**src/rtl/serial_rx_unstriper_if.sv**
```systemverilog
// Bus between the serial line, the receive un-striper and the four lane consumers.
// The un-striper takes the slave side; whoever drives serial_in takes the master side.
interface serial_rx_unstriper_if;
   logic       serial_in;
   logic [7:0] dataOut0;
   logic [7:0] dataOut1;
   logic [7:0] dataOut2;
   logic [7:0] dataOut3;
   logic       validOut0;
   logic       validOut1;
   logic       validOut2;
   logic       validOut3;
   logic       strobe_out;
   logic       active;

   // No back-pressure: one serial bit is taken every clk_32f cycle. A word is
   // qualified only by strobe_out (one cycle), and the lane outputs hold in between.
   modport master (
      output serial_in,
      input  dataOut0, dataOut1, dataOut2, dataOut3,
      input  validOut0, validOut1, validOut2, validOut3,
      input  strobe_out, active
   );

   modport slave (
      input  serial_in,
      output dataOut0, dataOut1, dataOut2, dataOut3,
      output validOut0, validOut1, validOut2, validOut3,
      output strobe_out, active
   );
endinterface

```
**src/rtl/serial_rx_unstriper.sv**
```systemverilog
// Four-lane serial receiver: hunts comma byte alignment, then un-stripes bytes onto lanes 0..3.
// Optional macro RX_RESYNC_EN drops back to hunting after repeated slipped commas.
module serial_rx_unstriper #(
   parameter logic [7:0] COMMA          = 8'hBC,
   parameter int         SYNC_COUNT     = 4,
   parameter int         MISALIGN_LIMIT = 4
) (
   input  logic                 clk_32f,
   input  logic                 reset,
   serial_rx_unstriper_if.slave link,
   output logic [1:0]           stateDbg
);
   localparam int CW = $clog2(SYNC_COUNT);

   if (SYNC_COUNT < 4 || (SYNC_COUNT % 4) != 0) begin : gBadSync
      $error("SYNC_COUNT must be a multiple of 4 and at least 4");
   end
   if (MISALIGN_LIMIT < 1) begin : gBadLimit
      $error("MISALIGN_LIMIT must be at least 1");
   end

   typedef enum logic [1:0] {HUNT = 2'd0, LOCK = 2'd1, ACTIVE = 2'd2} state_t;

   state_t        state;
   state_t        stateNext;
   logic [7:0]    sr;
   logic [7:0]    window;
   logic [2:0]    bitCnt;
   logic [CW-1:0] commaCnt;
   logic [1:0]    laneCnt;
   logic [7:0]    stageData [4];
   logic [3:0]    stageValid;
   logic          wordDone;
   logic [7:0]    dataR [4];
   logic [3:0]    validR;
   logic          strobeR;
   logic          activeR;

   logic byteEnd, match, huntHit, lockComma, lockBreak, syncDone, resync, stageEn;

`ifdef RX_RESYNC_EN
   localparam int SW = $clog2(MISALIGN_LIMIT + 1);
   logic          offHit;
   logic [SW-1:0] slipCnt;
   logic          slipByte;
`endif

   assign window = {sr[6:0], link.serial_in};

   always_ff @(posedge clk_32f) begin
      if (reset) state <= HUNT;
      else       state <= stateNext;
   end

   always_comb begin
      stateNext = state;
      unique case (state)
         HUNT:    if (huntHit) stateNext = LOCK;
         LOCK:    if (syncDone) stateNext = ACTIVE;
                  else if (lockBreak) stateNext = HUNT;
         ACTIVE:  if (resync) stateNext = HUNT;
         default: stateNext = HUNT;
      endcase
   end

   always_comb begin
      byteEnd   = (bitCnt == 3'd7);
      match     = (window == COMMA);
      huntHit   = (state == HUNT) && match;
      lockComma = (state == LOCK) && byteEnd && match;
      lockBreak = (state == LOCK) && byteEnd && !match;
      syncDone  = lockComma && (commaCnt == CW'(SYNC_COUNT - 1));
      resync    = 1'b0;
`ifdef RX_RESYNC_EN
      slipByte  = (state == ACTIVE) && byteEnd && !match && offHit;
      resync    = slipByte && (slipCnt == SW'(MISALIGN_LIMIT - 1));
`endif
      stageEn   = (state == ACTIVE) && byteEnd && !resync;
   end

   // The lane-3 byte is staged at edge E; the whole word moves to the outputs at E+1.
   always_ff @(posedge clk_32f) begin
      if (reset) begin
         sr         <= '0;
         bitCnt     <= '0;
         commaCnt   <= '0;
         laneCnt    <= '0;
         stageValid <= '0;
         wordDone   <= 1'b0;
         validR     <= '0;
         strobeR    <= 1'b0;
         activeR    <= 1'b0;
         for (int i = 0; i < 4; i++) begin
            stageData[i] <= '0;
            dataR[i]     <= '0;
         end
      end else begin
         sr       <= window;
         wordDone <= stageEn && (laneCnt == 2'd3);
         strobeR  <= wordDone;
         if (wordDone) begin
            dataR  <= stageData;
            validR <= stageValid;
         end

         if (huntHit)             bitCnt <= '0;
         else if (state != HUNT)  bitCnt <= bitCnt + 3'd1;

         if (huntHit)                     commaCnt <= CW'(1);
         else if (syncDone || lockBreak)  commaCnt <= '0;
         else if (lockComma)              commaCnt <= commaCnt + CW'(1);

         // The first comma found is lane 0, so the lane counter tracks it through LOCK too.
         if (huntHit)                   laneCnt <= 2'd1;
         else if (syncDone)             laneCnt <= '0;
         else if (lockComma || stageEn) laneCnt <= laneCnt + 2'd1;

         if (syncDone)    activeR <= 1'b1;
         else if (resync) activeR <= 1'b0;

         if (stageEn) begin
            stageData[laneCnt]  <= match ? 8'h00 : window;
            stageValid[laneCnt] <= !match;
         end
      end
   end

`ifdef RX_RESYNC_EN
   // offHit collects comma matches at the seven non-boundary offsets of the current byte.
   always_ff @(posedge clk_32f) begin
      if (reset) begin
         offHit  <= 1'b0;
         slipCnt <= '0;
      end else begin
         offHit <= (state == ACTIVE) && !byteEnd && (offHit || match);
         if (state != ACTIVE || resync) slipCnt <= '0;
         else if (byteEnd)              slipCnt <= slipByte ? slipCnt + SW'(1) : '0;
      end
   end
`endif

   assign link.dataOut0   = dataR[0];
   assign link.dataOut1   = dataR[1];
   assign link.dataOut2   = dataR[2];
   assign link.dataOut3   = dataR[3];
   assign link.validOut0  = validR[0];
   assign link.validOut1  = validR[1];
   assign link.validOut2  = validR[2];
   assign link.validOut3  = validR[3];
   assign link.strobe_out = strobeR;
   assign link.active     = activeR;
   assign stateDbg        = state;
endmodule

```
**src/flat_wrapper.sv**
```systemverilog
// flat-port wrapper written by rule: the top's interface ports become plain ports
module serial_rx_unstriper_flat 
#(
   parameter logic [7:0] COMMA          = 8'hBC,
   parameter int         SYNC_COUNT     = 4,
   parameter int         MISALIGN_LIMIT = 4
)
  (clk_32f, reset, stateDbg, link_serial_in, link_dataOut0, link_dataOut1, link_dataOut2, link_dataOut3, link_validOut0, link_validOut1, link_validOut2, link_validOut3, link_strobe_out, link_active);
  serial_rx_unstriper_if link_i ();
  input  logic clk_32f;
  input  logic reset;
  output logic [1:0] stateDbg;
  input wire logic [$bits(link_i.serial_in)-1:0] link_serial_in;
  output wire logic [$bits(link_i.dataOut0)-1:0] link_dataOut0;
  output wire logic [$bits(link_i.dataOut1)-1:0] link_dataOut1;
  output wire logic [$bits(link_i.dataOut2)-1:0] link_dataOut2;
  output wire logic [$bits(link_i.dataOut3)-1:0] link_dataOut3;
  output wire logic [$bits(link_i.validOut0)-1:0] link_validOut0;
  output wire logic [$bits(link_i.validOut1)-1:0] link_validOut1;
  output wire logic [$bits(link_i.validOut2)-1:0] link_validOut2;
  output wire logic [$bits(link_i.validOut3)-1:0] link_validOut3;
  output wire logic [$bits(link_i.strobe_out)-1:0] link_strobe_out;
  output wire logic [$bits(link_i.active)-1:0] link_active;
  assign link_i.serial_in = link_serial_in;
  assign link_dataOut0 = link_i.dataOut0;
  assign link_dataOut1 = link_i.dataOut1;
  assign link_dataOut2 = link_i.dataOut2;
  assign link_dataOut3 = link_i.dataOut3;
  assign link_validOut0 = link_i.validOut0;
  assign link_validOut1 = link_i.validOut1;
  assign link_validOut2 = link_i.validOut2;
  assign link_validOut3 = link_i.validOut3;
  assign link_strobe_out = link_i.strobe_out;
  assign link_active = link_i.active;
  serial_rx_unstriper #(.COMMA(COMMA), .SYNC_COUNT(SYNC_COUNT), .MISALIGN_LIMIT(MISALIGN_LIMIT)) u_core (.clk_32f(clk_32f), .reset(reset), .link(link_i), .stateDbg(stateDbg));
endmodule
```
**config.mk**
```make
export PLATFORM = sky130hd
export DESIGN_NAME = serial_rx_unstriper_flat
export DESIGN_NICKNAME = d
export VERILOG_FILES = /design/src/rtl/serial_rx_unstriper_if.sv /design/src/rtl/serial_rx_unstriper.sv /design/src/flat_wrapper.sv
export SDC_FILE = /design/constraint.sdc
export NUM_CORES = 1
export LEC_CHECK = 0
export CAP_MARGIN = 20
export CORE_MARGIN = 3
export CORE_UTILIZATION = 50
export DETAILED_ROUTE_END_ITERATION = 10
export MAX_ROUTING_LAYER = met4
export PLACE_DENSITY = 0.76
export SLEW_MARGIN = 15
export SYNTH_ARGS = -nofsm -noshare
export SYNTH_HDL_FRONTEND = slang
export SYNTH_SLANG_ARGS = --single-unit
```
**constraint.sdc**
```tcl
create_clock -name clk_32f -period 2.7 [get_ports clk_32f]
set_clock_uncertainty 0.05 [all_clocks]
set_input_delay 0.54 -clock clk_32f [delete_from_list [all_inputs] [get_ports clk_32f]]
set_output_delay 0.54 -clock clk_32f [all_outputs]
set_load 0.02 [all_outputs]
```
# --- Yosys cells after proc, flatten, opt, wreduce, memory -nomap -nowiden ---
# Cells that the tools add are included.
totals:
  reg_bits: 91
  output_inout_bits: 40
  in_bits: 3
classes:
  eq_ne: 8
  reduce_logical: 20
  addsub: 3
  order_cmp: 4
  n_mux: 17
  bitwise_logic: 2
op_table:
  columns: ["op", "n"]
  rows:
  - ["32-bit bitwise mux", 1]
  - ["8-bit demux with 2-bit select", 1]
  - ["8-bit two-way mux", 2]
  - ["1-bit logical AND", 9]
  - ["8-bit == test, second input constant", 1]
  - ["1-bit two-way mux", 7]
  - ["2-bit == test, second input constant", 3]
  - ["2-bit two-way mux", 3]
  - ["2-bit case mux with 3 select lines", 1]
  - ["3-bit nonzero test", 2]
  - ["3-bit OR reduction", 2]
  - ["2-bit by 1-bit adder with 2-bit output, second input constant", 2]
  - ["4-bit bitwise mux", 1]
  - ["3-bit by 1-bit adder with 3-bit output, second input constant", 1]
  - ["3-bit == test, second input constant", 1]
  - ["3-bit >= comparator, second input constant", 1]
  - ["2-bit by 3-bit < comparator with 1-bit output, second input constant", 1]
  - ["3-bit by 1-bit < comparator with 1-bit output, second input constant", 1]
  - ["3-bit by 1-bit inequality test with 1-bit output, second input constant", 1]
  - ["2-bit inverter with 3-bit output", 1]
  - ["3-bit AND reduction", 1]
  - ["1-bit demux with 2-bit select", 1]
  - ["2-bit by 1-bit == test with 1-bit output, second input constant", 1]
  - ["2-bit by 1-bit >= comparator with 1-bit output, second input constant", 1]
  - ["7 further kinds", 8]

# --- Logic depth before layout (Yosys ltp) ---
depth:
  ltp_word: 7
  depth_mapped: 8
  depth_no_buf: 6

# --- Least setup slack after synthesis ---
# Ideal clock, no wire load.
synth_timing:
  kind: "input-to-reg"
  from: "in link_serial_in"
  to: "reg u_core.commaCnt[1]"
  cell_stages: 4
  t_arrival_ns: 1.476
  path_buffers: 1
  required_time_ns: 2.519
  setup_slack_ns: 1.044
  path_cell_list: "or4_1 > buf_6 > o311ai_4 > a21oi_2"
synth_between:
  elab_chain_cells: 5
synth_lines:
  columns: ["element", "line_no", "text"]
  rows:
  - ["start: declaration", "flat_wrapper.sv:13", "input wire logic [$bits(link_i.serial_in)-1:0] link_serial_in;"]
  - ["8-bit == test *", "serial_rx_unstriper.sv:68", "match = (window == COMMA);"]
  - ["1-bit logical AND or 1-bit zero test (tied branches)", "serial_rx_unstriper.sv:70, serial_rx_unstriper.sv:71", null]
  - ["1-bit logical AND (on tied branches)", "serial_rx_unstriper.sv:72, serial_rx_unstriper.sv:71", null]
  - ["1-bit logical OR", "serial_rx_unstriper.sv:110", "else if (syncDone || lockBreak) commaCnt <= '0;"]
  - ["3-bit OR reduction (no source line)", null, null]
  - ["end signal: assignment", "serial_rx_unstriper.sv:111", "else if (lockComma) commaCnt <= commaCnt + CW'(1);"]
  - ["end: declaration", "serial_rx_unstriper.sv:29", "logic [CW-1:0] commaCnt;"]
# Every way passes the cells marked *; elsewhere a longest branch is shown, timed or not.
# A chain may end at the register's enable or synchronous reset.

# --- Final worst setup path ---
layout_timing:
  from: "reg u_core.state[1], in the netlist u_core.stateDbg[1]"
  to: "out stateDbg[1]"
layout_lines:
  columns: ["element", "line_no", "text"]
  rows:
  - ["start: declaration", "serial_rx_unstriper.sv:24", "state_t state;"]
  - ["start signal: assignment", "serial_rx_unstriper.sv:52", "else state <= stateNext;"]
  - ["end: declaration", "flat_wrapper.sv:12", "output logic [1:0] stateDbg;"]
# No word-level cell between the ends.

==> flow_summary.ini <==
[status]
status = complete, no violations

[timing]
layout_setup_ws_ps = 462
period_needed_ps = 2240
rsz0062_at_grt = false
maxSlewHeadroom_pct = 62.4
worst_pin_slew_ps = 564
slew_viol_final = 0
finalSetupViolCount = 0
fin_tns_setup_ps = 0
fmax_mhz = 447
hold_viol = 0
hold_ws_ps = 405
period_share_pct = 82.9

[synth]
syn_area_mm2 = 0.00340
synth_edf_count = 0
syn-num-nets = 377
synth_cell_type_count = 27
avgSynthCellArea_um2 = 9.27
async_flop_share_pct = 0
yosys_warnings = 0
synth_ff_type = dfxtp_1
ys_seq_area_share_pct = 53.6
synth_top_area_share_pct = 53.6
synth_cells = 367
synth_top_area_cell = dfxtp_1
yosys-top-cells-area = dfxtp_1, mux2i_1, a21oi_1, nand2_1, nor2_1
ys_ff_latch = 91

[floorplanning]
io_pins = 43
die_x_um = 88.5
die-area_mm2 = 0.00783
initial_core_util_pct = 52.7
coreArea_mm2 = 0.00646
dieHeight_um = 88.5
rows = 29

[finish]
fin_util_pct = 63.2
instances_no_fill = 482
seqCellArea_mm2 = 0.00182
final_area_mm2 = 0.00408
multiInputGateArea_mm2 = 0.00143
nets = 410
drive_gt1_share_pct = 6.42
fill_cells = 541
n_antenna_cell = 0
areaGrowthSynthToFinish_pct = 20.1

[worst_setup_path]
crit_buf_inv = 1
startpoint_type = flip-flop
path_class = reg2out
worstPathArrival_ps = 1650
critPathCaptureType = primary output
required_ps = 2110
max_stage_delay_ps = 690
crit_chain = clkdlybuf4s50_1
cp_max_fo = 13
critical-path-top-delay-family = buffers and inverters
slowest_stage = clkdlybuf4s50_1

[clocking]
tritoncts = yes
holdBufCountCts = 0
clockBufferDepth = 2
cts_setup_buffers = 0
clock_latency_ps = 360
htree_levels = 3
clock-sinks = 91
clk_pin_slew_ps = 90
cts_resized = 0
cts_made_buffers = 9
ctsRootBufferMaster = clkbuf_8

[power_and_ir_drop]
pwr-share-seq_pct = 53.8
p_int_mw = 2.00
power_mw = 2.51
pwr-share-comb_pct = 1.5
p_per_area_mw_per_mm2 = 615
p_switching_uw = 509
p_leak_nw = 1.36
p_sw_share_pct = 20.3
vdd_drop_max_mv = 0.449
power_frac_clock_pct = 44.7

[placement]
dpl_cell_area_mm2 = 0.00383
routabilityCongestion = 0.791
dp_hpwl_mm = 4.36
place_inst = 466
place_ws_ps = 479
port_buffers = 42

[global_route]
grt-ovfl-total = 0
grt_max_degree = 92
grt_pass1_wl_mm = 11.6
grt_pass1_vias = 2366
grt_usage_pct = 19.7
antenna_found_initial = 0

[drt]
vias = 2539
detail-route-antenna-nets = 0
drt-total-wl_mm = 6.62
drtIter0Drc = 122
drt_drc_violations_left = 0
wl_per_cell_um = 13.7
avgViaCountPerCell = 5.27
drt-pass1-iter-count = 4

[flow_run]
drv_cap = 0

[worst_hold_path]
hold_class = reg2reg
power groups by stage:
stage | Clock (mW) | Combinational (mW) | Sequential (mW)
after floorplan | 0 | 0.0267 | 1.38
after global placement | 0 | 0.0383 | 1.38
after detailed placement | 0 | 0.0389 | 1.38
after CTS | 1.14 | 0.0387 | 1.35
after global routing | 1.19 | 0.0427 | 1.35
final | 1.12 | 0.0384 | 1.35
cells in the mapped netlist, types with 2 or more instances:
master    number
a211oi_1       4
a21oi_1       42
and2_1         4
buf_2         11
buf_6          3
clkbuf_1      11
dfxtp_1       91
ha_1           7
inv_1          5
mux2i_1       36
nand2_1       51
nand2b_1       2
nand3_1       26
nand3b_1       2
nand4b_1       2
nor2_1        46
nor2b_1        9
nor3_1         2
o21ai_0        5
cell type report:
type / count / area share, %
timing repair buffer: 47 / 11.4
clock inverter: 5 / 2.67
inverter: 5 / 0.460
sequential: 91 / 44.6
clock buffer: 11 / 3.46
tap: 77 / 2.36
multi-input combinational: 246 / 35.0
per-layer routing:
metal / vias up / part of all wire, % / GRT usage, %
met3: 14 / 4.7 / 3.35
met5: - / 0 / -
met4: 0 / 2.0 / 8.24
met1: 1158 / 48 / 26.7
li1: 1306 / - / -
met2: 61 / 45 / 29.0
flip-flops by register name, indices dropped and copies added, names as in the netlist:
register / flops
u_core.stageData: 32
u_core.link.dataOut0: 8
u_core.link.dataOut1: 8
u_core.link.dataOut2: 8
u_core.link.dataOut3: 8
u_core.sr: 7
u_core.stageValid: 4
u_core.validR: 4
u_core.bitCnt: 3
u_core.commaCnt: 2
u_core.laneCnt: 2
u_core.stateDbg: 2
u_core.link.active: 1
u_core.link.strobe_out: 1
u_core.wordDone: 1
logic make-up (layout without fill, tap and decap cells):
logic type / Yosys count / count (layout) / synth area share (%)
and+or+nand+nor: 148 / 148 / 19.4
AOI/OAI and AO/OA: 55 / 55 / 9.49
muxes: 36 / 36 / 10.6
buffers and inverters: 30 / 68 / 4.38
adders and majority gates: 7 / 7 / 2.58
DFF: 91 / 91 / 53.6
worst paths after layout:
path                                   start                                end  slack (ps)  cells past startpoint
max reg2reg    u_core.bitCnt[0]$_SDFFE_PP0P_  u_core.stageValid[2]$_SDFFE_PP0P_         810                      6
min          u_core.link.active$_SDFFE_PP0P_    u_core.link.active$_SDFFE_PP0P_         410                      2
max          u_core.stateDbg[1]$_SDFFE_PP0P_                        stateDbg[1]         460                      1
min reg2reg  u_core.link.active$_SDFFE_PP0P_    u_core.link.active$_SDFFE_PP0P_         410                      2
cell usage in the layout, fill, tap and decap left out, types with 3 or more instances in the layout:
cell | netlist | layout
nor2_1 | 46 | 46
mux2i_1 | 36 | 36
dfxtp_1 | 91 | 90
o21ai_0 | 5 | 5
nor2b_1 | 9 | 9
a21oi_1 | 42 | 42
ha_1 | 7 | 7
buf_4 | 0 | 4
and2_1 | 4 | 4
inv_1 | 5 | 5
nand2_1 | 51 | 51
nand3_1 | 26 | 26
bufinv_16 | 0 | 3
clkdlybuf4s50_1 | 0 | 41
clkbuf_8 | 0 | 10
a211oi_1 | 4 | 4
(Power assumes the default switching activity.)
